--- config.mk ---
export PLATFORM = sky130hd
export DESIGN_NAME = instr_fetch_issue
export DESIGN_NICKNAME = d
export VERILOG_FILES = /design/src/rtl/riscv_pkg.sv /design/src/rtl/instr_field_decode.sv /design/src/rtl/instr_fetch_issue.sv
export SDC_FILE = /design/constraint.sdc
export NUM_CORES = 1
export LEC_CHECK = 0
export ABC_AREA = 1
export BUFFER_PORTS_ARGS = -buffer_cell sky130_fd_sc_hd__buf_2
export CORE_MARGIN = 2
export CORE_UTILIZATION = 40
export DETAILED_ROUTE_END_ITERATION = 12
export PLACE_DENSITY = 0.78
export SLEW_MARGIN = 20
export SYNTH_ARGS = -nofsm -noshare
export SYNTH_HDL_FRONTEND = slang
export SYNTH_SLANG_ARGS = --single-unit
export TNS_END_PERCENT = 100
--- constraint.sdc ---
create_clock -name clk -period 1.95 [get_ports clk]
set_input_delay 0.195 -clock clk [delete_from_list [all_inputs] [get_ports clk]]
set_output_delay 0.195 -clock clk [all_outputs]
set_load 0.02 [all_outputs]
--- src/rtl/riscv_pkg.sv ---
// Shared definitions for the fetch/issue front end: instruction width,
// RV32I base opcodes, fetch FSM state encoding and the opcode legality check.
// Optional build macro: ILLEGAL_TRAP_EN adds the HALT state used after an
// illegal instruction is seen.
package riscv_pkg;

    localparam int unsigned INSTR_W = 32;
    localparam int unsigned OPC_W   = 7;

    localparam logic [OPC_W-1:0] OPC_LUI    = 7'b0110111;
    localparam logic [OPC_W-1:0] OPC_AUIPC  = 7'b0010111;
    localparam logic [OPC_W-1:0] OPC_JAL    = 7'b1101111;
    localparam logic [OPC_W-1:0] OPC_JALR   = 7'b1100111;
    localparam logic [OPC_W-1:0] OPC_BRANCH = 7'b1100011;
    localparam logic [OPC_W-1:0] OPC_LOAD   = 7'b0000011;
    localparam logic [OPC_W-1:0] OPC_STORE  = 7'b0100011;
    localparam logic [OPC_W-1:0] OPC_OP_IMM = 7'b0010011;
    localparam logic [OPC_W-1:0] OPC_OP     = 7'b0110011;

    typedef enum logic [2:0] {
        S_IDLE,
        S_REQ,
        S_WAIT,
        S_ISSUE
`ifdef ILLEGAL_TRAP_EN
        ,
        S_HALT
`endif
    } fetch_state_t;

    // True for the base opcodes the datapath implements (all end in 2'b11).
    function automatic logic opcode_is_legal(input logic [OPC_W-1:0] op);
        logic known;
        case (op)
            OPC_LUI, OPC_AUIPC, OPC_JAL, OPC_JALR, OPC_BRANCH,
            OPC_LOAD, OPC_STORE, OPC_OP_IMM, OPC_OP: known = 1'b1;
            default:                                 known = 1'b0;
        endcase
        return known && (op[1:0] == 2'b11);
    endfunction

endpackage

--- src/rtl/instr_field_decode.sv ---
// Combinational field extraction from a latched instruction word.
//   instr   : instruction word
//   valid   : word is being presented; every field output is 0 otherwise
//   opcode/Funct3/Funct7/RS1/RS2/RD/Imm_reg/Shamt : raw fields
//   read_en/write_en : LOAD / STORE opcode
//   legal   : opcode is a supported base opcode (not gated by valid)
module instr_field_decode
    import riscv_pkg::*;
(
    input  logic [INSTR_W-1:0] instr,
    input  logic               valid,
    output logic [6:0]         opcode,
    output logic [2:0]         Funct3,
    output logic [6:0]         Funct7,
    output logic [4:0]         RS1,
    output logic [4:0]         RS2,
    output logic [4:0]         RD,
    output logic [11:0]        Imm_reg,
    output logic [4:0]         Shamt,
    output logic               read_en,
    output logic               write_en,
    output logic               legal
);

    logic [OPC_W-1:0] op;

    assign op    = instr[6:0];
    assign legal = opcode_is_legal(op);

    // Field mux; S-type splits its immediate around rd.
    always_comb begin
        opcode   = '0;
        Funct3   = '0;
        Funct7   = '0;
        RS1      = '0;
        RS2      = '0;
        RD       = '0;
        Imm_reg  = '0;
        Shamt    = '0;
        read_en  = 1'b0;
        write_en = 1'b0;
        if (valid) begin
            opcode   = op;
            Funct3   = instr[14:12];
            Funct7   = instr[31:25];
            RS1      = instr[19:15];
            RS2      = instr[24:20];
            RD       = instr[11:7];
            Imm_reg  = (op == OPC_STORE) ? {instr[31:25], instr[11:7]} : instr[31:20];
            Shamt    = instr[24:20];
            read_en  = (op == OPC_LOAD);
            write_en = (op == OPC_STORE);
        end
    end

endmodule

--- src/rtl/instr_fetch_issue.sv ---
// Fetch/issue front end: owns the PC, fetches one word at a time over a
// valid/ready request + response-valid memory port, decodes it and presents
// it to the datapath over issue_valid/issue_ready. Redirects win in every state.
//   clk, rst (async, active high)
//   imem_req_valid/imem_req_ready/imem_addr : fetch request (addr = pc)
//   imem_rsp_valid/imem_rsp_data            : fetched word (1-cycle pulse)
//   redirect_valid/redirect_pc              : branch/jump target (bits [1:0] dropped)
//   issue_valid/issue_ready, pc + decoded fields : presented instruction
//   illegal : sticky illegal-instruction flag
// Optional build macro: ILLEGAL_TRAP_EN (halt on illegal opcode; otherwise
// illegal is tied 0 and every word is issued).
module instr_fetch_issue
    import riscv_pkg::*;
#(
    parameter int unsigned      WIDTH    = 32,
    parameter logic [WIDTH-1:0] RESET_PC = '0
) (
    input  logic               clk,
    input  logic               rst,
    output logic               imem_req_valid,
    input  logic               imem_req_ready,
    output logic [WIDTH-1:0]   imem_addr,
    input  logic               imem_rsp_valid,
    input  logic [INSTR_W-1:0] imem_rsp_data,
    input  logic               redirect_valid,
    input  logic [WIDTH-1:0]   redirect_pc,
    output logic               issue_valid,
    input  logic               issue_ready,
    output logic [WIDTH-1:0]   pc,
    output logic [6:0]         opcode,
    output logic [2:0]         Funct3,
    output logic [6:0]         Funct7,
    output logic [4:0]         RS1,
    output logic [4:0]         RS2,
    output logic [4:0]         RD,
    output logic [11:0]        Imm_reg,
    output logic [4:0]         Shamt,
    output logic               read_en,
    output logic               write_en,
    output logic               illegal
);

    fetch_state_t       state_q, state_d;
    logic [WIDTH-1:0]   pc_q, pc_d;
    logic [INSTR_W-1:0] word_q, word_d;
    logic               kill_q, kill_d;
    logic               req_valid_c;
    logic               issue_valid_c;
    logic               word_legal;
    logic               issue_ok;

`ifdef ILLEGAL_TRAP_EN
    logic illegal_q, illegal_d;
    assign issue_ok = word_legal;
    assign illegal  = illegal_q;
`else
    logic unused_legal;
    assign unused_legal = word_legal;
    assign issue_ok     = 1'b1;
    assign illegal      = 1'b0;
`endif

    // State, PC, latched word and kill flag.
    always_ff @(posedge clk or posedge rst) begin
        if (rst) begin
            state_q   <= S_IDLE;
            pc_q      <= RESET_PC;
            word_q    <= '0;
            kill_q    <= 1'b0;
`ifdef ILLEGAL_TRAP_EN
            illegal_q <= 1'b0;
`endif
        end else begin
            state_q   <= state_d;
            pc_q      <= pc_d;
            word_q    <= word_d;
            kill_q    <= kill_d;
`ifdef ILLEGAL_TRAP_EN
            illegal_q <= illegal_d;
`endif
        end
    end

    // Next state and handshake outputs.
    always_comb begin
        state_d       = state_q;
        pc_d          = pc_q;
        word_d        = word_q;
        kill_d        = kill_q;
        req_valid_c   = 1'b0;
        issue_valid_c = 1'b0;
`ifdef ILLEGAL_TRAP_EN
        illegal_d     = illegal_q;
`endif
        // The response of an abandoned request retires the kill flag whenever it lands.
        if (kill_q && imem_rsp_valid) begin
            kill_d = 1'b0;
        end

        case (state_q)
            S_IDLE: state_d = S_REQ;
            S_REQ: begin
                // Keep only one request outstanding: wait out a killed response first.
                req_valid_c = !kill_q;
                if (req_valid_c && imem_req_ready) begin
                    state_d = S_WAIT;
                end
            end
            S_WAIT: begin
                if (imem_rsp_valid) begin
                    word_d  = imem_rsp_data;
                    state_d = S_ISSUE;
                end
            end
            S_ISSUE: begin
                if (issue_ok) begin
                    issue_valid_c = 1'b1;
                    if (issue_ready) begin
                        pc_d    = pc_q + WIDTH'(4);
                        state_d = S_REQ;
                    end
                end
`ifdef ILLEGAL_TRAP_EN
                else begin
                    illegal_d = 1'b1;
                    state_d   = S_HALT;
                end
`endif
            end
`ifdef ILLEGAL_TRAP_EN
            S_HALT: state_d = S_HALT;
`endif
            default: state_d = S_IDLE;
        endcase

        // Redirect overrides everything; a request already accepted by memory
        // and not yet answered must have its response discarded.
        if (redirect_valid) begin
            pc_d    = redirect_pc & ~WIDTH'(3);
            state_d = S_REQ;
            if (((state_q == S_WAIT) && !imem_rsp_valid) || (req_valid_c && imem_req_ready)) begin
                kill_d = 1'b1;
            end
`ifdef ILLEGAL_TRAP_EN
            illegal_d = 1'b0;
`endif
        end
    end

    assign imem_req_valid = req_valid_c;
    assign imem_addr      = pc_q;
    assign issue_valid    = issue_valid_c;
    assign pc             = issue_valid_c ? pc_q : '0;

    instr_field_decode u_decode (
        .instr    (word_q),
        .valid    (issue_valid_c),
        .opcode   (opcode),
        .Funct3   (Funct3),
        .Funct7   (Funct7),
        .RS1      (RS1),
        .RS2      (RS2),
        .RD       (RD),
        .Imm_reg  (Imm_reg),
        .Shamt    (Shamt),
        .read_en  (read_en),
        .write_en (write_en),
        .legal    (word_legal)
    );

endmodule

### Yosys cells after proc, flatten, opt, wreduce, memory -nomap -nowiden

Index checks and enable logic that the tools add are counted.

* register bits after elaboration: 68
* input port bits: 70
* output and inout port bits: 118
* word-level logic and storage cells: 50

* add/sub/neg operators: 1
* equal/unequal tests: 8
* mux-type cells: 24
* reduce and logical (&&, ||, !) cells: 13

Operator list (count)
* $mux W32: 4
* $add A32 B3 Y32 const B: 1
* $mux W5: 4
* $mux W3: 5
* $mux W7: 2
* $mux W12: 1
* $pmux W3 S4: 1
* $ne A3 B3 Y1 const B: 3
* $eq A7 B2 Y1 const B: 1
* $eq A7 B6 Y1 const B: 1
* $mux W1: 7
* $eq A3 B2 Y1 const B: 2
* $logic_and A1 B1 Y1: 4
* $reduce_and A2 Y1: 2
* $reduce_bool A2 Y1: 2
* $eq A3 B1 Y1 const B: 1
* $logic_not A3 Y1: 1
* $reduce_and A3 Y1: 1
* $logic_not A1 Y1: 2
* $logic_or A1 B1 Y1: 1

### Logic depth before layout (Yosys ltp)

* word-level depth: 6
* gate-level depth with buffers: 10
* mapped depth without buffers: 10

### By module

A second synthesis with hierarchy kept.

* cells, all modules: 595
* area total of the unflattened synthesis: 4365.4 um^2

By module, submodules not included
* instr_fetch_issue: times used 1, cells each 485, area an instance 3832.4 um^2, seq. area each 1626.6 um^2
* instr_field_decode: times used 1, cells each 110, area an instance 533.0 um^2, seq. area each 0.0 um^2

### Worst setup path before layout

Ideal clock, no wire load.

* path type: flip-flop to output port
* start: register state_q[0]
* end: output port Imm_reg[5]
* arrival time: 1611 ps
* data required time: 1755 ps
* path slack: 144 ps
* cell stages (with the launch flop): 7
* path buffers: 3
* cells stage by stage: dfrtp_1 > ha_1 > buf_2 > buf_1 > nand2_1 > inv_1 > buf_4

* longest elaborated chain between the ends: 3

Ends and longest elaborated chain
* start: declaration: line instr_fetch_issue.sv:43 `fetch_state_t state_q, state_d;`
* start signal: assignment: line instr_fetch_issue.sv:74 `state_q <= state_d;`
* $eq A3 B2 Y1: line instr_fetch_issue.sv:100 `case (state_q)`
* $mux W1: line instr_fetch_issue.sv:100
* named net issue_valid: line instr_fetch_issue.sv:27 `output logic issue_valid,`
* $mux W12: line instr_field_decode.sv:42 `if (valid) begin`
* end: declaration: line instr_fetch_issue.sv:36 `output logic [11:0] Imm_reg,`

The timed path passes the listed nets, and every way through them passes these cells.

### Worst setup path after layout

* start: register state_q[0]
* end: output port pc[2]

* longest elaborated chain between the ends: 3

Ends and longest elaborated chain
* $eq A3 B2 Y1: line instr_fetch_issue.sv:100
* $mux W1: line instr_fetch_issue.sv:100
* $mux W32: line instr_fetch_issue.sv:153 `assign pc = issue_valid_c ? pc_q : '0;`
* end: declaration: line instr_fetch_issue.sv:29 `output logic [WIDTH-1:0] pc,`

No other way between the ends.

==> impl_metrics.csv <==
group,metric,value,unit
logic_synthesis,synth_top_area_frac,0.3781,
logic_synthesis,async_reset_ff_frac,1.000,
grt,grt_first_pass_wirelength,19.38,mm
sta,setup_violations,0,
logic_synthesis,synthCells,594,
critical_path,crit_required,1.75,ns
power_and_ir_drop,ir_drop,635.9,uV
floorplanning,die_x,107.7,um
sta,fmax,540.1,MHz
cts,path_clk_slew,0.08,ns
routing,detail_route.wl_per_cell,13.50,um
layout,fin_cells,910,
critical_path,cp.arrival,1.66,ns
floorplanning,die-area,0.01160,sq mm
critical_path,cp_max_fo,19,
sta,worst_slack,0.09864,ns
routing,vias,4270,
sta,hold_violations,0,
sta,rsz0062_at_grt,"false",
logic_synthesis,yosysUniqueCellTypes,34,
routing,drtIter0Drc,275,
cts,cts_tree,"built",
critical_path,crit_path_start_kind,"flip-flop",
job,drv_cap,0,
logic_synthesis,synth_area,0.004302,sq mm
layout,multi_input_area,0.002063,sq mm
layout,nFillCells,1039,
logic_synthesis,syn_avg_cell_area,7.242,sq um
power_and_ir_drop,leakagePower,3.491,nW
routing,routed_wl,12.29,mm
grt,grt_overflow,0,
layout,diodes,0,
grt,grt_use_total,0.2127,
power_and_ir_drop,powerDensity,1155,mW/mm^2
logic_synthesis,synthTopCellsByArea,"dfrtp_1, nand2_1, inv_1",
logic_synthesis,ys_ff_latch,65,
floorplanning,ioPinCount,188,
cts,clk_path_buf_depth,2,
logic_synthesis,synth_ff_type,"dfrtp_1",
floorplanning,fp.dieH,107.7,um
layout,area_growth,30.54,%
placed_design,port_buffers,180,
floorplanning,start_util,0.4148,
cts,htreeDepth,3,
cts,cts_buffers,9,
critical_path,critPathKind,"reg -> out",
critical_path,crit_slowest_cell,"dfrtp_2",
routing,firstDrtPassIters,4,
grt,grt_start_max_net_pins,47,
critical_path,crit_start,"state_q[0]$_DFFE_PP0P_",
logic_synthesis,synth_edf_count,0,
grt,antenna_found_initial,0,
layout,nets,843,
cts,cts-root-buf,"clkbuf_8",
cts,clk_latency,0.34,ns
routing,drc_errors,0,
routing,ant_nets,0,
hold_path,worstHoldStart,"imem_rsp_valid",
sta,fin_setup_tns,0,ns
hold_path,hold_class,"in -> reg",
sta,skew,0.008383,ns
layout,seq_area,0.001628,sq mm
placed_design,dp_slack,0.2020,ns
logic_synthesis,netlist_top_cells_count,"nand2_1, inv_1, dfrtp_1, nand3_1, nor2_1",
logic_synthesis,ys_warn_count,0,
routing,via_per_inst,4.692,
critical_path,crit_family,"buffers and inverters",
sta,period_needed,1.851,ns
logic_synthesis,yosysMostFrequentCell,"nand2_1",
cts,clock_sinks,65,
logic_synthesis,yosysTopAreaCell,"dfrtp_1",
logic_synthesis,synth-seq-area-share,0.3781,
critical_path,critPathBufInv,4,
floorplanning,rows,37,
placed_design,dp_cells,886,
critical_path,critPathMaxStageDelay,0.44,ns
critical_path,crit_chain,"ha_4, buf_4, bufbuf_16, nand2_1, inv_1, buf_2",
layout,drive_gt1_frac,0.3553,
critical_path,regToRegStartpoint,"state_q[0]$_DFFE_PP0P_",
grt,first_global_vias,3994,
status,status,"complete, no violations",
critical_path,endpoint_kind,"primary output",
placed_design,hpwl,8.945,mm
sta,period_share,0.9494,
placed_design,place_congestion,0.8658,
sta,slew_viol_final,0,
floorplanning,core_region_area,0.01037,sq mm
per-layer routing:
metal / vias up / part of all wire / wire length [um] / global-route usage
met5: - / 0 / 0 / 0
met4: 0 / 0.017 / 212 / 0.05769
met3: 17 / 0.080 / 987 / 0.04116
met2: 165 / 0.47 / 5747 / 0.3531
met1: 1940 / 0.43 / 5341 / 0.2827
li1: 2148 / - / - / -
state kept, by name (all words and copies together) (netlist names):
register and cells:
imem_addr 30, state_q 2, word_q 32, kill_q 1
area by class of cell:
class | instances | area share
multi-input cells | 385 | 0.3674
flip-flops and latches | 65 | 0.2899
repair buffers | 195 | 0.1963
inverters | 113 | 0.07553
well taps | 136 | 0.03030
clock buffers | 10 | 0.02451
clock inverters | 6 | 0.01604
metrics by stage:
| step | hold WS, ns | utilization | area [sq um] | power [mW] |
|---|---|---|---|---|
| floorplan | 0.2914 | - | 4317 | 4.111 |
| global placement | 0.2244 | 0.5074 | 5261 | 4.887 |
| detailed placement | 0.2269 | 0.5074 | 5261 | 4.965 |
| CTS | 0.04994 | 0.5363 | 5562 | 6.425 |
| global route | 0.05245 | 0.5415 | 5615 | 6.939 |
| finish | 0.06188 | 0.5415 | 5615 | 6.483 |
final timing paths:
kind / endpoint / slack [ns] / cells after the start
worst max-delay path: pc[2] / 0.1 / 6
worst min-delay path: kill_q$_DFF_PP0_ / 0.06 / 2
worst max register to register: imem_addr[23]$_DFFE_PP0P_ / 0.25 / 7
worst min register to register: word_q[12]$_DFFE_PP0P_ / 0.51 / 1
max in group asynchronous: state_q[0]$_DFFE_PP0P_ / 0.94 / 4
min in group asynchronous: word_q[22]$_DFFE_PP0P_ / 0.40 / 3
worst reg2reg max path, stage by stage, from the launching register on:
cell	delay [ns]
dfrtp_2	0.41
ha_4	0.19
nand2_2	0.13
inv_2	0.16
nand2_2	0.16
inv_1	0.34
nand2_1	0.10
o21bai_1	0.14
logic make-up (layout without fill, tap and decap cells):
| group | count (synthesis) | after routing | synth area share |
|---|---|---|---|
| multiplexers | 32 | 32 | 0.08377 |
| other | 1 | 5 | 0.0008718 |
| flip-flops | 65 | 65 | 0.3781 |
| XOR/XNOR | 8 | 8 | 0.01629 |
| adder cells (fa/ha/maj) | 4 | 4 | 0.01164 |
| AO/OA/AOI/OAI | 41 | 41 | 0.05527 |
| AND/OR/NAND/NOR | 295 | 295 | 0.3045 |
| buffers and inverters | 148 | 324 | 0.1495 |
power by group:
group	leakage [nW]	internal, mW	switching [mW]
Combinational	2.60	1.19	1.75
Sequential	0.781	1.81	0.412
Clock	0.113	0.759	0.566
Total	3.49	3.75	2.73
cell usage in the layout (no fill, tap or decap), drive strengths merged, types with 2 or more instances in the layout:
cell and instances:
buf 192, o311ai 2, nand4 2, dfrtp 65, nor3 6, ha 4
nand2 185, clkbuf 11, a21oi 14, nor2 54, o211ai 3, conb 5
inv 114, o21bai 5, clkinv 2, xnor2 2, nand3 46, bufinv 2
mux2 32, o21ai 14, xor2 6
timing repair:
| action | CTS | global route |
|---|---|---|
| pin swaps | 1 | 0 |
| endpoints found under the hold margin | 19 | 0 |
| hold buffers | 1 | 0 |
| gates resized for setup | 3 | 2 |
| buffers inserted | 2 | 3 |
| setup endpoints to repair | 6 | 5 |
| cloned | 1 | 1 |
Power figures use the tool's default switching activity.
